<file path="src/rtl/if_burst_injector.sv">
// if_burst_injector
//   Intermittent-fault injector placed between a gate netlist and its consumer.
//   The WIDTH-bit net bus is registered. While a burst runs, one selected bit is
//   forced to 0, forced to 1 or inverted. Burst length, gap length and burst
//   count are programmable, and the gap can be lengthened by an LFSR value.
//   fault_active labels the cycles on which sig_out carries the corruption.
//
// Ports
//   clk, rst_n      rising-edge clock, synchronous active-low reset
//   en              run enable; low aborts the run and returns to IDLE
//   sig_in/sig_out  fault-free input bus / registered, possibly corrupted bus
//   cfg_valid/ready configuration handshake; ready = IDLE & en
//   cfg_target      bit to corrupt (>= WIDTH: timing runs, nothing corrupted)
//   cfg_type        00 SA0, 01 SA1, 10 flip, 11 none
//   cfg_gap_min     base gap cycles (0 behaves as 1)
//   cfg_rand_en     add lfsr[RAND_W-1:0] to the gap
//   cfg_burst_len   burst cycles (0 behaves as 1)
//   cfg_num_bursts  bursts per run (0 = unbounded)
//   cfg_seed        LFSR seed (0 is replaced by 16'hACE1)
//   fault_active    high on the cycles sig_out is inside a corruption window
//   burst_count     completed bursts since the last accept, saturating
module if_burst_injector #(
  parameter int unsigned WIDTH  = 8,
  parameter int unsigned CNT_W  = 8,
  parameter int unsigned RAND_W = 4
) (
  input  logic                     clk,
  input  logic                     rst_n,
  input  logic                     en,
  input  logic [WIDTH-1:0]         sig_in,
  output logic [WIDTH-1:0]         sig_out,
  input  logic                     cfg_valid,
  output logic                     cfg_ready,
  input  logic [$clog2(WIDTH)-1:0] cfg_target,
  input  logic [1:0]               cfg_type,
  input  logic [CNT_W-1:0]         cfg_gap_min,
  input  logic                     cfg_rand_en,
  input  logic [CNT_W-1:0]         cfg_burst_len,
  input  logic [CNT_W-1:0]         cfg_num_bursts,
  input  logic [15:0]              cfg_seed,
  output logic                     fault_active,
  output logic [15:0]              burst_count
);

  localparam int unsigned TW = $clog2(WIDTH);
  localparam int unsigned GW = CNT_W + 1;
  localparam logic [15:0] LFSR_RESET = 16'hACE1;
  localparam logic [15:0] LFSR_MASK  = 16'hB400;

  typedef enum logic [1:0] {
    S_IDLE,
    S_GAP,
    S_BURST
  } state_t;

  state_t            state_q, state_d;
  logic [GW-1:0]     cnt_q, cnt_d;
  logic              load_q, load_d;
  logic [15:0]       lfsr_q, lfsr_d;
  logic [15:0]       bcnt_q, bcnt_d;
  logic [WIDTH-1:0]  out_q, out_d;
  logic              fa_q, fa_d;

  logic [TW-1:0]     tgt_q, tgt_d;
  logic [1:0]        type_q, type_d;
  logic [CNT_W-1:0]  gmin_q, gmin_d;
  logic              rnd_q, rnd_d;
  logic [CNT_W-1:0]  blen_q, blen_d;
  logic [CNT_W-1:0]  num_q, num_d;

  logic [15:0]       lfsr_step;
  logic [GW-1:0]     gap_now;
  logic [GW-1:0]     blen_eff;
  logic              tgt_ok;
  logic [WIDTH-1:0]  mask;
  logic              last_burst;

  function automatic logic [GW-1:0] gap_len(input logic [CNT_W-1:0] gmin,
                                            input logic             rnd,
                                            input logic [15:0]      lv);
    logic [GW-1:0] base;
    base = (gmin == '0) ? GW'(1) : GW'(gmin);
    return base + (rnd ? GW'(lv[RAND_W-1:0]) : '0);
  endfunction

  assign lfsr_step = {1'b0, lfsr_q[15:1]} ^ (lfsr_q[0] ? LFSR_MASK : '0);
  assign gap_now   = gap_len(gmin_q, rnd_q, lfsr_q);
  assign blen_eff  = (blen_q == '0) ? GW'(1) : GW'(blen_q);
  assign tgt_ok    = ({1'b0, tgt_q} < (TW + 1)'(WIDTH));
  assign mask      = tgt_ok ? (WIDTH'(1) << tgt_q) : '0;
  assign last_burst = (num_q != '0) &&
                      (({1'b0, bcnt_q} + 17'd1) == 17'(num_q));

  assign cfg_ready    = (state_q == S_IDLE) && en;
  assign sig_out      = out_q;
  assign fault_active = fa_q;
  assign burst_count  = bcnt_q;

  always_comb begin
    state_d = state_q;
    cnt_d   = cnt_q;
    load_d  = load_q;
    lfsr_d  = lfsr_q;
    bcnt_d  = bcnt_q;
    tgt_d   = tgt_q;
    type_d  = type_q;
    gmin_d  = gmin_q;
    rnd_d   = rnd_q;
    blen_d  = blen_q;
    num_d   = num_q;

    if (!en) begin
      state_d = S_IDLE;
    end else begin
      unique case (state_q)
        S_IDLE: begin
          if (cfg_valid) begin
            tgt_d   = cfg_target;
            type_d  = cfg_type;
            gmin_d  = cfg_gap_min;
            rnd_d   = cfg_rand_en;
            blen_d  = cfg_burst_len;
            num_d   = cfg_num_bursts;
            bcnt_d  = '0;
            lfsr_d  = (cfg_seed == '0) ? LFSR_RESET : cfg_seed;
            load_d  = 1'b1;
            state_d = S_GAP;
          end
        end
        S_GAP: begin
          lfsr_d = lfsr_step;
          // The first GAP cycle after an accept only loads the counter, because
          // the latched config and seeded LFSR become visible on that cycle.
          if (load_q) begin
            cnt_d  = gap_now;
            load_d = 1'b0;
          end else if (cnt_q <= GW'(1)) begin
            cnt_d   = blen_eff;
            state_d = S_BURST;
          end else begin
            cnt_d = cnt_q - GW'(1);
          end
        end
        S_BURST: begin
          lfsr_d = lfsr_step;
          if (cnt_q <= GW'(1)) begin
            bcnt_d = (bcnt_q == 16'hFFFF) ? bcnt_q : bcnt_q + 16'd1;
            if (last_burst) begin
              state_d = S_IDLE;
            end else begin
              cnt_d   = gap_now;
              state_d = S_GAP;
            end
          end else begin
            cnt_d = cnt_q - GW'(1);
          end
        end
        default: state_d = S_IDLE;
      endcase
    end
  end

  always_comb begin
    out_d = sig_in;
    fa_d  = 1'b0;
    if (en && (state_q == S_BURST)) begin
      unique case (type_q)
        2'b00:   out_d = sig_in & ~mask;
        2'b01:   out_d = sig_in | mask;
        2'b10:   out_d = sig_in ^ mask;
        default: out_d = sig_in;
      endcase
      fa_d = (type_q != 2'b11) && tgt_ok;
    end
  end

  always_ff @(posedge clk) begin
    if (!rst_n) begin
      state_q <= S_IDLE;
      cnt_q   <= '0;
      load_q  <= 1'b0;
      lfsr_q  <= LFSR_RESET;
      bcnt_q  <= '0;
      out_q   <= '0;
      fa_q    <= 1'b0;
      tgt_q   <= '0;
      type_q  <= '0;
      gmin_q  <= '0;
      rnd_q   <= 1'b0;
      blen_q  <= '0;
      num_q   <= '0;
    end else begin
      state_q <= state_d;
      cnt_q   <= cnt_d;
      load_q  <= load_d;
      lfsr_q  <= lfsr_d;
      bcnt_q  <= bcnt_d;
      out_q   <= out_d;
      fa_q    <= fa_d;
      tgt_q   <= tgt_d;
      type_q  <= type_d;
      gmin_q  <= gmin_d;
      rnd_q   <= rnd_d;
      blen_q  <= blen_d;
      num_q   <= num_d;
    end
  end

endmodule

</file>
<file path="config.mk">
export PLATFORM = sky130hd
export DESIGN_NAME = if_burst_injector
export DESIGN_NICKNAME = d
export VERILOG_FILES = /design/src/rtl/if_burst_injector.sv
export SDC_FILE = /design/constraint.sdc
export NUM_CORES = 1
export LEC_CHECK = 0
export BUFFER_PORTS_ARGS = -buffer_cell sky130_fd_sc_hd__buf_2
export CAP_MARGIN = 20
export CORE_AREA = 4 4 98 100
export DETAILED_ROUTE_END_ITERATION = 6
export DIE_AREA = 0 0 102 104
export GPL_ROUTABILITY_DRIVEN = 0
export HOLD_SLACK_MARGIN = 0.05
export PLACE_DENSITY = 0.88
export SLEW_MARGIN = 0
export SYNTH_ARGS = -nofsm -noshare
export SYNTH_HDL_FRONTEND = slang
export SYNTH_SLANG_ARGS = --single-unit
</file>
<file path="constraint.sdc">
create_clock -name clk -period 7.1 [get_ports clk]
set_input_delay 1.065 -clock clk [delete_from_list [all_inputs] [get_ports clk]]
set_output_delay 1.065 -clock clk [all_outputs]
set_load 0.01 [all_outputs]
</file>
[Word-level counts from Yosys, hierarchy flattened]
Cells that the tools add are included.
Word-level totals
  flip-flop bits (word level): 83
  latch bits: 0
  RAM bits: 0
  memory bits (read-only): 0
  output and inout bits: 26
  word-level logic and storage cells: 85
  memories: 0
Operators by class
  add/sub/neg operators: 4
  multiply operators: 0
  div/mod/pow operators: 0
  $lt $le $gt $ge: 1
  equality and inequality tests: 13
  shifts and indexed selects: 1
  mux-type cells: 26
  bitwise gates (word level): 5
  reduce and logical (&&, ||, !) cells: 22
Operators with widths (count)
  16-bit two-way mux: 6
  16-bit case mux with 2 select lines: 2
  9-bit two-way mux: 4
  8-bit two-way mux: 3
  8-bit case mux with 3 select lines: 1
  9-bit case mux with 2 select lines: 1
  16-bit by 1-bit adder with 17-bit output (second input constant): 1
  17-bit by 8-bit == test with 1-bit output: 1
  16-bit by 1-bit adder with 16-bit output (second input constant): 1
  16-bit == test (second input constant): 1
  16-bit zero test: 1
  8-bit zero test: 2
  15-bit by 16-bit XOR with 16-bit output: 1
  2-bit inequality test (second input constant): 6
  3-bit AND reduction: 4
  8-bit by 4-bit adder with 9-bit output: 1
  9-bit by 1-bit less-or-equal comparator with 1-bit output (second input constant): 1
  9-bit by 1-bit subtractor with 9-bit output (second input constant): 1
  8-bit AND: 1
  2-bit two-way mux: 4
  8-bit NOT: 1
  8-bit OR: 1
  2-bit nonzero test: 4
  8-bit nonzero test: 1
  other kinds (15): 22

[Depth between registers and ports, before layout]
Gate-level depths: netlist of run 1.
  word-level depth: 6
  gate-level depth with buffers: 12
  depth with buffers taken out: 11

[Worst setup path before layout of run 1]
Ideal clock, no wire load.
  kind: input to output
  start point: input port en
  end point: output port cfg_ready
  arrival: 1488 ps
  required time: 6035 ps
  slack: 4547 ps
  cell stages on the path: 2
  path buffers: 1
  cells stage by stage: clkbuf_1 and2_1
On the way
  cells in the longest elaborated chain, start to end: 1
Ends and longest elaborated chain
  from (decl): RTL line 29  | input logic en,
  1-bit logical AND: RTL line 94  | assign cfg_ready = (state_q == S_IDLE) && en;
  to (decl): RTL line 33  | output logic cfg_ready,
No other way between the ends.

[Worst setup path in the final report of run 1]
  start point: register state_q[0]
  end point: register bcnt_q[11] (netlist: burst_count[11])
On the way
  cells in the longest elaborated chain, start to end: 3
  elaborated cells on any way between the ends: 8
  classes of those cells: 4 x eq/ne; 1 x mux; 3 x reduce/logical
Ends and longest elaborated chain
  from (decl): RTL line 56  | state_t state_q, state_d;
  from (signal assigned): RTL line 193  | state_q <= state_d;
  2-bit == test / 2-bit zero test (equally long branches): RTL line 115  | unique case (state_q)
  2-bit inequality test (no line) / 2-bit nonzero test (equally long branches)
  5-bit AND reduction (no line)
  to (signal assigned): RTL line 197  | bcnt_q <= bcnt_d;
  to (decl): RTL line 60  | logic [15:0] bcnt_q, bcnt_d;
Parallel ways exist; a longest one is shown, timed or not.
A chain may end at the register's enable or synchronous reset.

==> out/metrics.csv, run 1 <==
metric;value;unit
Worst VDD drop;0.199;mV
fin nets;806;
post-layout min period;3390;ps
post-CTS resize count;0;
Min-Delay Path Class;reg -> reg;
TritonRoute pass-1 iters;5;
Power Dens Cells;197;nW/µm²
final hold violation count;0;
Inserted Diodes;0;
HPWL Detailed;9300;µm
root buf cell;clkbuf_8;
Hold-fix buffers, CTS;0;
maximum clock rate;0.295;GHz
relative slew slack;32.0;%
first-pass GRT wire length;21700;µm
Tcrit/Tclk final;47.7;%
kind of critical path;reg -> reg;
clock-pin slew on the worst setup and hold paths;80;ps
Yosys top cell by area;dfxtp_1;
CTS max path bufs;2;
Max Fanout on Critical Path;20;
Avg Inst Size Synth;7.57;µm²
# IOs;84;
CTS tree;built;
Die Y;104;µm
Worst Setup End Kind;register;
DR WL met3;1010;µm
fillers;764;
CORE AREA;8680;µm²
dpl cells;813;
Synth cell types;57;
hold path start;blen_q[4];
Die Wd;102;µm
met2 routed WL;6400;µm
H-tree Lvls;3;
post-route ant nets;0;
most frequent cells after synthesis;nand2_1 (136), dfxtp_1 (83), a21oi_1 (67);
Max Cap Viol;0;
DR vias;4964;
FF+latch area;1660;µm²
Via density;5.97;
Post-synth EDFFs;0;
Post-synth top flop;dfxtp_1;
Syn Inst Count;674;
top routing layer in use;met4;
setup repair bufs after CTS;0;
layout cell share with drive strength beyond 1;15.2;%
vias in the first global route;4748;
outcome;finished clean;
final hold slack;477;ps
worst path cell trace;inv_1 -> ha_1 -> buf_8 -> inv_1 -> nand2_1 -> a21oi_2 -> nand2_1 -> or3_1 -> a21oi_1;
synthesized area;5100;µm²
grt ovf;0;
num rows;34;
Final setup viols;0;
DRC;0;
setup TNS;0;ps
largest net degree at the start of global routing;68;
Total Routing Usage GR;24.2;%
number of synthesized register bits;83;
Tightest Pin Transition;1020;ps
final cell count without fillers;831;
DRT met1 WL;5400;µm
Leak;0.00233;µW
buffers added on ports;83;
Worst Skew;15.1;ps
critical register-to-register path startpoint;state_q[0];
multi-input logic area;3140;µm²
Synth top area share;32.5;%
synth top area cells;dfxtp_1 (33%), nand2_1 (10%), ha_1 (6.9%), a21oi_1 (6.6%), mux2i_1 (3.5%);
YS warnings;0;
count leader, synth;nand2_1;
initial antenna violation count;0;
register area share after synthesis;32.5;%
Critical Path Start;state_q[0];
Initial Utilization;58.8;%
drt total wl;13000;µm
violation count after the first detailed-route iteration;415;
Worst-Skew Late Latency;350;ps
Async S/R FF share, synth;0;%
syn nets;761;
Worst path slowest cell;a21oi_2;
RSZ-0062 raised after global routing;no;
nature of the critical path startpoint;register;
Critical Path AT;3660;ps
Area Overhead vs Synth;11.9;%
die area;10600;µm²
DR WL/cell;15.6;µm
slowest stage delay, CP;650;ps
CTS Buf Count;9;
CP required;7370;ps
CTS Sinks;83;
Slew Limit Fails;0;
==> cells in the final DEF (no fill, tap or decap), drive strengths merged, types with 16 or more instances in the layout <==
master  netlist  final
a21oi        68     68
mux2i        18     18
ha           28     28
nand3        21     21
dfxtp        83     83
inv          21     21
nor2         42     42
buf          15     88
xnor2        17     17
or3          16     16
o21ai        22     22
nand2       136    136
a211oi       22     22
==> where the power goes <==
group | internal, µW | total (µW) | switching, µW | leakage (µW)
registers | 489 | 515 | 26.4 | 0.000678
logic | 97.1 | 234 | 137 | 0.00155
clock network | 206 | 378 | 172 | 0.000102
==> sequential cells by signal (all words and copies together), names as in the netlist <==
name and cells:
load_q 1, fault_active 1, tgt_q 3, gmin_q 8, state_q 2, type_q 2
cnt_q 9, lfsr_q 16, burst_count 16, sig_out 8, num_q 8, rnd_q 1
blen_q 8
==> per-layer routing <==
metal	global-route usage [%]	vias to the layer above
met5	0	-
met4	7.50	0
met3	4.23	21
met2	39.7	224
met1	32.1	2269
li1	-	2450
==> cell type report <==
| class | count | area share, % |
|---|---|---|
| clock buffers | 11 | 2.47 |
| clock inverters | 4 | 1.31 |
| inverters | 21 | 1.38 |
| multi-input cells | 516 | 55.0 |
| flip-flops and latches | 83 | 29.1 |
| well taps | 108 | 2.37 |
| repair buffers | 88 | 8.41 |
==> kinds of logic after synthesis <==
group / after synthesis / share of synthesized area, %
AND/OR/NAND/NOR: 287 / 26.8
AO/OA/AOI/OAI: 152 / 18.7
flip-flops: 83 / 32.5
buffers and inverters: 75 / 5.93
XOR/XNOR: 29 / 4.98
adder cells (fa/ha/maj): 29 / 7.25
multiplexers: 19 / 3.75
==> final timing paths <==
| kind | to | slack (ps) | depth (start not counted) |
|---|---|---|---|
| max | burst_count[11] | 3710 | 9 |
| min reg2reg | blen_q[4] | 480 | 2 |
| max reg2reg | burst_count[11] | 3710 | 9 |
| min | blen_q[4] | 480 | 2 |
==> worst max-delay path: cells and delay by family (launching register included) <==
family	cells	cell delay (ps)
flops	1	420
simple gates	3	1020
buf+inv	3	630
compound gates	2	810
fa+ha+maj	1	410
==> stage by stage <==
step / power [µW] / worst slack [ps] / instance area [µm²] / utilization (%)
after global routing: 1180 / 3410 / 5710 / 65.8
after global placement: 740 / 3870 / 5450 / 62.8
after floorplan: 692 / 4550 / 5100 / -
after CTS: 1120 / 3630 / 5660 / 65.3
after detailed placement: 752 / 3630 / 5450 / 62.8
final: 1130 / 3710 / 5710 / 65.8
Power figures use the tool's default switching activity.
==> inputs of run 2 (changes only) <==
--- a/config.mk
+++ b/config.mk
@@ -7,12 +7,12 @@
 export LEC_CHECK = 0
 export BUFFER_PORTS_ARGS = -buffer_cell sky130_fd_sc_hd__buf_2
 export CAP_MARGIN = 20
-export CORE_AREA = 4 4 98 100
+export CORE_AREA = 4 4 105 107
 export DETAILED_ROUTE_END_ITERATION = 6
-export DIE_AREA = 0 0 102 104
+export DIE_AREA = 0 0 109 111
 export GPL_ROUTABILITY_DRIVEN = 0
 export HOLD_SLACK_MARGIN = 0.05
-export PLACE_DENSITY = 0.88
+export PLACE_DENSITY = 0.82
 export SLEW_MARGIN = 0
 export SYNTH_ARGS = -nofsm -noshare
 export SYNTH_HDL_FRONTEND = slang
==> constraint.sdc (replaced) <==
create_clock -name clk -period 2.9 [get_ports clk]
set_input_delay 0.435 -clock clk [delete_from_list [all_inputs] [get_ports clk]]
set_output_delay 0.435 -clock clk [all_outputs]
set_load 0.01 [all_outputs]
==> out/metrics.csv, run 2 (synthesis gave the netlist of run 1 again) <==
metric;value;unit;change
Critical Path AT;2980;ps;was 3660 ps
die area;12100;µm²;was 10600 µm²
outcome;finished clean;;unchanged
maximum clock rate;0.371;GHz;was 0.295 GHz
DR WL/cell;15.3;µm;was 15.6 µm
setup repair bufs after CTS;0;;unchanged
commonest non-fill, non-tap cell in the layout;nand2_1;;unchanged
fillers;928;;was 764
drt total wl;13200;µm;was 13000 µm
sequential share of power;45.6;%;was 45.7%
violation count after the first detailed-route iteration;491;;was 415
Total Routing Usage GR;21.7;%;was 24.2%
Inserted Diodes;0;;unchanged
Logic pwr share;21.2;%;was 20.8%
fin nets;811;;was 806
HPWL Detailed;9640;µm;was 9300 µm
Via density;5.82;;was 5.97
CTS Sinks;83;;unchanged
Slew Limit Fails;0;;unchanged
Tightest Pin Transition;779;ps;was 1020 ps
CTS Buf Count;9;;unchanged
switching share of total power;30.2;%;was 29.7%
buffers added on ports;83;;unchanged
FF+latch area;1660;µm²;unchanged
kind of critical path;reg -> reg;;unchanged
RSZ-0062 raised after global routing;no;;unchanged
Net Switching;833;µW;was 335 µW
initial antenna violation count;0;;unchanged
post-CTS resize count;0;;unchanged
post-route ant nets;0;;unchanged
setup TNS;0;ps;unchanged
CTS tree;built;;unchanged
DR vias;5034;;was 4964
Worst Skew;5.88;ps;was 15.1 ps
Min-Delay Path Class;in -> reg;;was reg -> reg
Area Overhead vs Synth;12.7;%;was 11.9%
Tcrit/Tclk final;92.9;%;was 47.7%
Power Dens Cells;479;nW/µm²;was 197 nW/µm²
Hold-fix buffers, CTS;0;;unchanged
Max Fanout on Critical Path;7;;was 20
layout cell share with drive strength beyond 1;15.8;%;was 15.2%
multi-input logic area;3140;µm²;about the same
Leak;0.00234;µW;was 0.00233 µW
dpl ws;277;ps;was 3630 ps
post-layout min period;2700;ps;was 3390 ps
num rows;37;;was 34
Worst-Skew Late Latency;360;ps;was 350 ps
Worst VDD drop;0.235;mV;was 0.199 mV
worst setup margin;205;ps;was 3710 ps
relative slew slack;48.0;%;was 32.0%
largest net degree at the start of global routing;45;;was 68
CORE AREA;10100;µm²;was 8680 µm²
TritonRoute pass-1 iters;7;;was 5
CP required;3180;ps;was 7370 ps
commonest non-fill, non-tap cells in the layout;nand2_1 (136), dfxtp_1 (83), buf_2 (83);;unchanged
Clock power frac;33.1;%;was 33.5%
Initial Utilization;50.4;%;was 58.8%
Pint;1930;µW;was 792 µW
Max Cap Viol;0;;unchanged
root buf cell;clkbuf_8;;unchanged
clock-pin slew on the worst setup and hold paths;90;ps;was 80 ps
DRC;0;;unchanged
nature of the critical path startpoint;register;;unchanged
final hold violation count;0;;unchanged
grt ovf;0;;unchanged
CTS max path bufs;2;;unchanged
first-pass GRT wire length;21700;µm;about the same
Die Wd;109;µm;was 102 µm
vias in the first global route;4645;;was 4748
Final setup viols;0;;unchanged
Die Y;111;µm;was 104 µm
Worst Setup End Kind;register;;unchanged
H-tree Lvls;3;;unchanged
# IOs;84;;unchanged
run 2: worst paths after layout:
path	startpoint	endpoint	slack (ps)	cells after the start
max	gmin_q[5]	cnt_q[4]	200	11
min	cfg_gap_min[0]	gmin_q[0]	310	3
max reg2reg	gmin_q[5]	cnt_q[4]	200	11
min reg2reg	gmin_q[0]	gmin_q[0]	470	2
run 2: cell type report:
| cell class | count | area share, % |
|---|---|---|
| well taps | 136 | 2.96 |
| inverters | 21 | 1.37 |
| multi-input cells | 516 | 54.6 |
| repair buffers | 93 | 8.53 |
| clock inverters | 4 | 1.30 |
| clock buffers | 12 | 2.35 |
| flip-flops and latches | 83 | 28.9 |
run 2: per-stage QoR:
stage	cells	power [µW]	instance area (µm²)	hold slack [ps]	utilization (%)
after floorplan	674	1700	5100	436	-
after global placement	849	1830	5540	450	54.7
after detailed placement	849	1850	5540	459	54.7
after CTS	865	2750	5750	303	56.7
after global routing	865	2890	5750	296	56.7
final	865	2760	5750	309	56.7
run 2: power by group through the flow:
stage	logic [µW]	clock network (µW)	registers (µW)
6_report	586	914	1260
5_1_grt	649	972	1270
4_1_cts	575	922	1260
3_5_place_dp	569	0	1280
3_3_place_gp	554	0	1280
2_1_floorplan	437	0	1260
run 2: per-layer routing:
| metal | up-vias | wire (µm) | share of wire (%) | global-route usage [%] |
|---|---|---|---|---|
| li1 | 2454 | - | - | - |
| met1 | 2319 | 5760 | 44 | 29.6 |
| met2 | 227 | 6140 | 47 | 34.6 |
| met3 | 34 | 1010 | 7.7 | 3.67 |
| met4 | 0 | 284 | 2.2 | 7.07 |
| met5 | - | 0 | 0 | 0 |
run 2: worst max-delay path: stages (launching register included):
cell,delay [ps]
dfxtp_1,470
nor4_1,90
a21o_1,160
ha_1,220
fa_1,420
a21o_1,220
a21oi_1,280
xnor2_1,190
o21ai_0,110
a211oi_1,240
nand3_1,100
a21oi_1,120
